===== config.mk =====
export PLATFORM = sky130hd
export DESIGN_NAME = string_tx
export DESIGN_NICKNAME = d
export VERILOG_FILES = /design/src/rtl/string_tx_pkg.sv /design/src/rtl/string_tx_rom.sv /design/src/rtl/string_tx.sv
export SDC_FILE = /design/constraint.sdc
export NUM_CORES = 1
export LEC_CHECK = 0
export BUFFER_PORTS_ARGS = -buffer_cell sky130_fd_sc_hd__buf_2
export CELL_PAD_IN_SITES_DETAIL_PLACEMENT = 0
export CELL_PAD_IN_SITES_GLOBAL_PLACEMENT = 1
export CORE_AREA = 2 2 69 58
export CTS_BUF_LIST = sky130_fd_sc_hd__clkbuf_16
export DETAILED_ROUTE_END_ITERATION = 8
export DIE_AREA = 0 0 71 60
export GPL_TIMING_DRIVEN = 0
export HOLD_SLACK_MARGIN = 0.1
export PLACE_DENSITY_LB_ADDON = 0.1
export SLEW_MARGIN = 25
export SYNTH_ARGS = -nofsm -noshare
export SYNTH_HDL_FRONTEND = slang
export SYNTH_SLANG_ARGS = --single-unit
export TNS_END_PERCENT = 5

===== constraint.sdc =====
create_clock -name clk -period 2.1 [get_ports clk]
set_clock_uncertainty 0.2 [all_clocks]
set_input_delay 0.105 -clock clk [delete_from_list [all_inputs] [get_ports clk]]
set_output_delay 0.105 -clock clk [all_outputs]
set_load 0.02 [all_outputs]

===== src/rtl/string_tx_pkg.sv =====
// string_tx_pkg: shared types and message contents for the string_tx transmitter.
// Build option: define STRING_TX_CRLF_EN to append CR LF to the message.
package string_tx_pkg;

    typedef enum logic [1:0] {
        ST_IDLE     = 2'd0,
        ST_SEND     = 2'd1,
        ST_GAP_WAIT = 2'd2,
        ST_FINISH   = 2'd3
    } state_t;

    localparam logic [7:0] CH_I  = 8'd73;
    localparam logic [7:0] CH_N  = 8'd110;
    localparam logic [7:0] CH_C  = 8'd99;
    localparam logic [7:0] CH_O  = 8'd111;
    localparam logic [7:0] CH_R  = 8'd114;
    localparam logic [7:0] CH_CR = 8'd13;
    localparam logic [7:0] CH_LF = 8'd10;

`ifdef STRING_TX_CRLF_EN
    localparam int unsigned MSG_LEN = 8;
`else
    localparam int unsigned MSG_LEN = 6;
`endif

    localparam logic [7:0] LAST_INDEX = 8'(MSG_LEN - 1);

    // Index -> message byte; out-of-range indices read as zero.
    function automatic logic [7:0] msg_byte(input logic [7:0] index);
        logic [7:0] b;
        b = '0;
        case (index)
            8'd0:    b = CH_I;
            8'd1:    b = CH_N;
            8'd2:    b = CH_C;
            8'd3:    b = CH_O;
            8'd4:    b = CH_R;
            8'd5:    b = CH_R;
`ifdef STRING_TX_CRLF_EN
            8'd6:    b = CH_CR;
            8'd7:    b = CH_LF;
`endif
            default: b = '0;
        endcase
        return b;
    endfunction

endpackage


===== src/rtl/string_tx_rom.sv =====
// string_tx_rom: combinational message byte lookup.
// Contents follow STRING_TX_CRLF_EN through string_tx_pkg.
module string_tx_rom (
    input  logic [7:0] index,
    output logic [7:0] data
);
    import string_tx_pkg::*;

    // Pure table lookup, no state.
    always_comb begin
        data = msg_byte(index);
    end

endmodule


===== src/rtl/string_tx.sv =====
// string_tx: sends a fixed ASCII message over a valid/ready byte interface.
// Build option: STRING_TX_CRLF_EN appends CR LF to the message (see string_tx_pkg).
// One request may be queued while a message is in flight; extras are dropped.
module string_tx #(
    parameter int unsigned GAP                = 0,
    parameter int unsigned ABORT_ON_RESET_REQ = 0
) (
    input  logic       clk,
    input  logic       rst_n,
    input  logic       send,
    output logic [7:0] tx_data,
    output logic       tx_valid,
    input  logic       tx_ready,
    output logic       busy,
    output logic       done
);
    import string_tx_pkg::*;

    localparam logic [7:0] GAP_LOAD = (GAP > 0) ? 8'(GAP - 1) : 8'd0;

    // Reject configurations this implementation does not support.
    generate
        if (ABORT_ON_RESET_REQ != 0 || GAP > 255) begin : g_bad_config
            $error("string_tx: unsupported parameters (ABORT_ON_RESET_REQ must be 0, GAP <= 255)");
        end
    endgenerate

    state_t     state_q, state_d;
    logic [7:0] index_q, index_d;
    logic [7:0] gap_q,   gap_d;
    logic       pending_q, pending_d;
    logic [7:0] rom_data;

    string_tx_rom u_rom (
        .index (index_q),
        .data  (rom_data)
    );

    // State register, message index, gap counter and queued request.
    always_ff @(posedge clk or negedge rst_n) begin
        if (!rst_n) begin
            state_q   <= ST_IDLE;
            index_q   <= '0;
            gap_q     <= '0;
            pending_q <= 1'b0;
        end else begin
            state_q   <= state_d;
            index_q   <= index_d;
            gap_q     <= gap_d;
            pending_q <= pending_d;
        end
    end

    // Next-state logic and state-decoded outputs.
    always_comb begin
        state_d   = state_q;
        index_d   = index_q;
        gap_d     = gap_q;
        pending_d = pending_q;

        tx_valid  = 1'b0;
        tx_data   = '0;
        busy      = 1'b1;
        done      = 1'b0;

        case (state_q)
            ST_IDLE: begin
                busy = 1'b0;
                if (send) begin
                    state_d = ST_SEND;
                    index_d = '0;
                end
            end

            ST_SEND: begin
                tx_valid = 1'b1;
                tx_data  = rom_data;
                if (send) begin
                    pending_d = 1'b1;
                end
                if (tx_ready) begin
                    if (index_q == LAST_INDEX) begin
                        state_d = ST_FINISH;
                    end else if (GAP == 0) begin
                        index_d = index_q + 8'd1;
                    end else begin
                        state_d = ST_GAP_WAIT;
                        gap_d   = GAP_LOAD;
                    end
                end
            end

            ST_GAP_WAIT: begin
                if (send) begin
                    pending_d = 1'b1;
                end
                if (gap_q == '0) begin
                    index_d = index_q + 8'd1;
                    state_d = ST_SEND;
                end else begin
                    gap_d = gap_q - 8'd1;
                end
            end

            ST_FINISH: begin
                done    = 1'b1;
                index_d = '0;
                gap_d   = '0;
                // A request arriving in this very cycle is honoured like a queued one.
                if (pending_q || send) begin
                    pending_d = 1'b0;
                    state_d   = ST_SEND;
                end else begin
                    state_d = ST_IDLE;
                end
            end

            default: begin
                state_d = ST_IDLE;
            end
        endcase
    end

endmodule


==> metrics.md <==
| Metric | Value |
|---|---|
| Status | `finished with violations` |
| Failing checks | `setup timing` |
| Final Hold Vio Count | `0` |
| First-pass GRT wire length | `5420 um` |
| Final net count | `190` |
| VDD IR max | `546 uV` |
| Post-Syn Area | `1350 um^2` |
| GR Util met3 | `0.0253` |
| FF-to-FF path depth | `5` |
| Site row count | `20` |
| Tcrit/Tclk final | `1.09` |
| Synth unique cells | `38` |
| Worst-Skew Late Latency | `250 ps` |
| Placed Instances | `209` |
| Mapped Avg Cell Area | `8.89 um^2` |
| Die W | `71 um` |
| Congestion Overflow GR | `0` |
| Seq cells post-synth | `19` |
| Setup TNS Final | `-1760 ps` |
| Share of post-route cells with drive strength above 1 | `0.236` |
| Dpl cell area | `1520 um^2` |
| Post-route cell area | `1710 um^2` |
| Synth Instances | `152` |
| Synth cell count leaders | `dfrtp_1 (19), inv_1 (15), nor2_1 (15)` |
| Slew Viols, Final | `0` |
| GRT busiest layer | `met2` |
| Top-count cell post-synth | `dfrtp_1` |
| Initial Util | `0.372` |
| Number of max-cap violations | `0` |
| Antenna viol nets, final | `0` |
| GR Util All Layers | `0.163` |
| Global placer's final weighted congestion | `0.779` |
| Least-Margin Pin Slew | `641 ps` |
| Clk buf depth | `2` |
| Initial antenna violation count | `0` |
| Non-filler cells, final | `218` |
| Count of TritonRoute iterations in the first routing pass | `4` |
| Vias | `1210` |
| R2R Setup Slk | `-110 ps` |
| Synth-to-layout area growth | `26.7%` |
| Iter 0 DRT Violations | `67` |
| Power per cell area | `1010 nW/um^2` |
| Endpoints failing setup | `15` |
| Routed len/inst | `14.7 um` |
| N_diodes | `0` |
| Largest net degree at the start of global routing | `20` |
| Met2 Resource Use GR | `0.270` |
| # IOs | `15` |
| Worst EP arrival | `1990 ps` |
| RSZ-0062 raised after global routing | `yes` |
| PnR worst setup slack | `-193 ps` |
| Synth top area cells | `dfrtp_1 (35%), ha_1 (10%), inv_1 (4.2%)` |
| Tmin final | `2290 ps` |
| Die footprint | `4260 um^2` |
| Worst path required time | `1790 ps` |
| Post-Route WL | `3220 um` |
| Max Freq | `436 MHz` |
| Async set or reset register ratio after synthesis | `1.00` |
| LEAKAGE | `0.766 nW` |
| GR Layer Usage met1 | `0.225` |
| Register area share after synthesis | `0.352` |
| Port-buffer cells | `13` |
| Top FF cell, synth | `dfrtp_1` |
| Clock-pin slew on the worst setup and hold paths | `60 ps` |
| Worst setup EP type | `output pin` |
| Clock root buffer | `clkbuf_16` |
| Final total power | `1.73 mW` |
| Syn. warnings | `0` |
| Num CTS Buffers | `3` |
| Worst-path fanout max | `6` |
| Number of synthesized flops with an enable pin | `0` |
| Relative slew slack | `0.573` |
| Hpwl dp | `2280 um` |
| Synth area leader | `dfrtp_1` |
| Clock sinks | `19` |
| Residual DRC | `0` |
| Syn_nets | `167` |
| Chip height | `60 um` |
| Worst hold slack | `136 ps` |
| Core footprint | `3630 um^2` |
| H-tree Lvls | `1` |
| Critical path class | `reg -> out` |
| TritonCTS clock tree | `built` |
| Crit start category | `flip-flop` |
| DP Worst Slack | `-341 ps` |
| Fin util | `0.472` |
| Top-area cell type share of the netlist area | `0.352` |
| Worst Hold Class | `in -> async` |
| Vias in the first global route | `1105` |
| Routed vias/inst | `5.55` |
[cell usage in the layout, fill, tap and decap left out, types with 3 or more instances in the layout]
cell type | Yosys | layout
a21oi_1 | 9 | 8
mux2i_1 | 4 | 4
buf_4 | 3 | 9
inv_1 | 15 | 14
and3_1 | 4 | 4
buf_2 | 1 | 6
nand3b_1 | 6 | 6
ha_1 | 11 | 9
or3_1 | 3 | 3
nor2_1 | 15 | 14
buf_6 | 0 | 6
dfrtp_1 | 19 | 19
o31ai_1 | 7 | 7
clkbuf_1 | 4 | 3
nand2_1 | 8 | 8
nor3_1 | 10 | 7
clkbuf_16 | 0 | 3
o221ai_1 | 5 | 5
[critical path, stage by stage, from the launching register on]
cell	delay, ps
dfrtp_1	400
or4_4	560
or3_4	430
a211oi_4	200
buf_6	150
[per-layer routing]
layer  up-vias  routed length [um]
met3         2                 111
met2        23                1420
met1       590                1660
li1        595                   -
met5         -                   0
met4         0                  21
[final cells by class]
cell class / count / area [um^2]
fill: 359 / 1920
multi-input combinational: 110 / 848
sequential: 19 / 475
timing repair buffer: 19 / 148
clock buffer: 3 / 75.1
inverter: 15 / 56.3
tap: 44 / 55.1
buffer: 7 / 48.8
clock inverter: 1 / 5.00
[path summary, 6_finish.rpt]
path	startpoint	end
worst min-delay path	rst_n	index_q[7]$_DFFE_PN0P_
min in group clk	tx_ready	state_q[1]$_DFFE_PN0P_
worst min register to register	pending_q$_DFFE_PN0P_	pending_q$_DFFE_PN0P_
max in group asynchronous	rst_n	index_q[2]$_DFFE_PN0P_
worst max-delay path	index_q[3]$_DFFE_PN0P_	tx_data[0]
worst max register to register	index_q[3]$_DFFE_PN0P_	index_q[7]$_DFFE_PN0P_
[power by group]
group	switching [mW]	internal, mW	leakage [nW]
combinational	0.496	0.311	0.495
clock	0.145	0.255	0.0409
sequential	0.0741	0.448	0.229
total	0.715	1.02	0.766
[flip-flops by register name, indices dropped and copies added (netlist names)]
signal     cells
gap_q          8
pending_q      1
index_q        8
state_q        2
[logic make-up after synthesis]
group                      Yosys count  synth area share
DFF                                 19             0.352
AOI/OAI and AO/OA                   33             0.176
adders and majority gates           11             0.102
other                                1           0.00278
and+or+nand+nor                     61             0.265
buffers and inverters               23            0.0731
muxes                                4            0.0296
[timing repair]
item / in CTS / in global routing
setup endpoints to repair: 20 / 18
setup buffers: 4 / 0
hold endpoints to repair: 21 / 0
pin swaps: 1 / 4
gates resized for setup: 18 / 5
hold buffers: 2 / 0
Note: power is estimated with default switching activity, not from simulation.
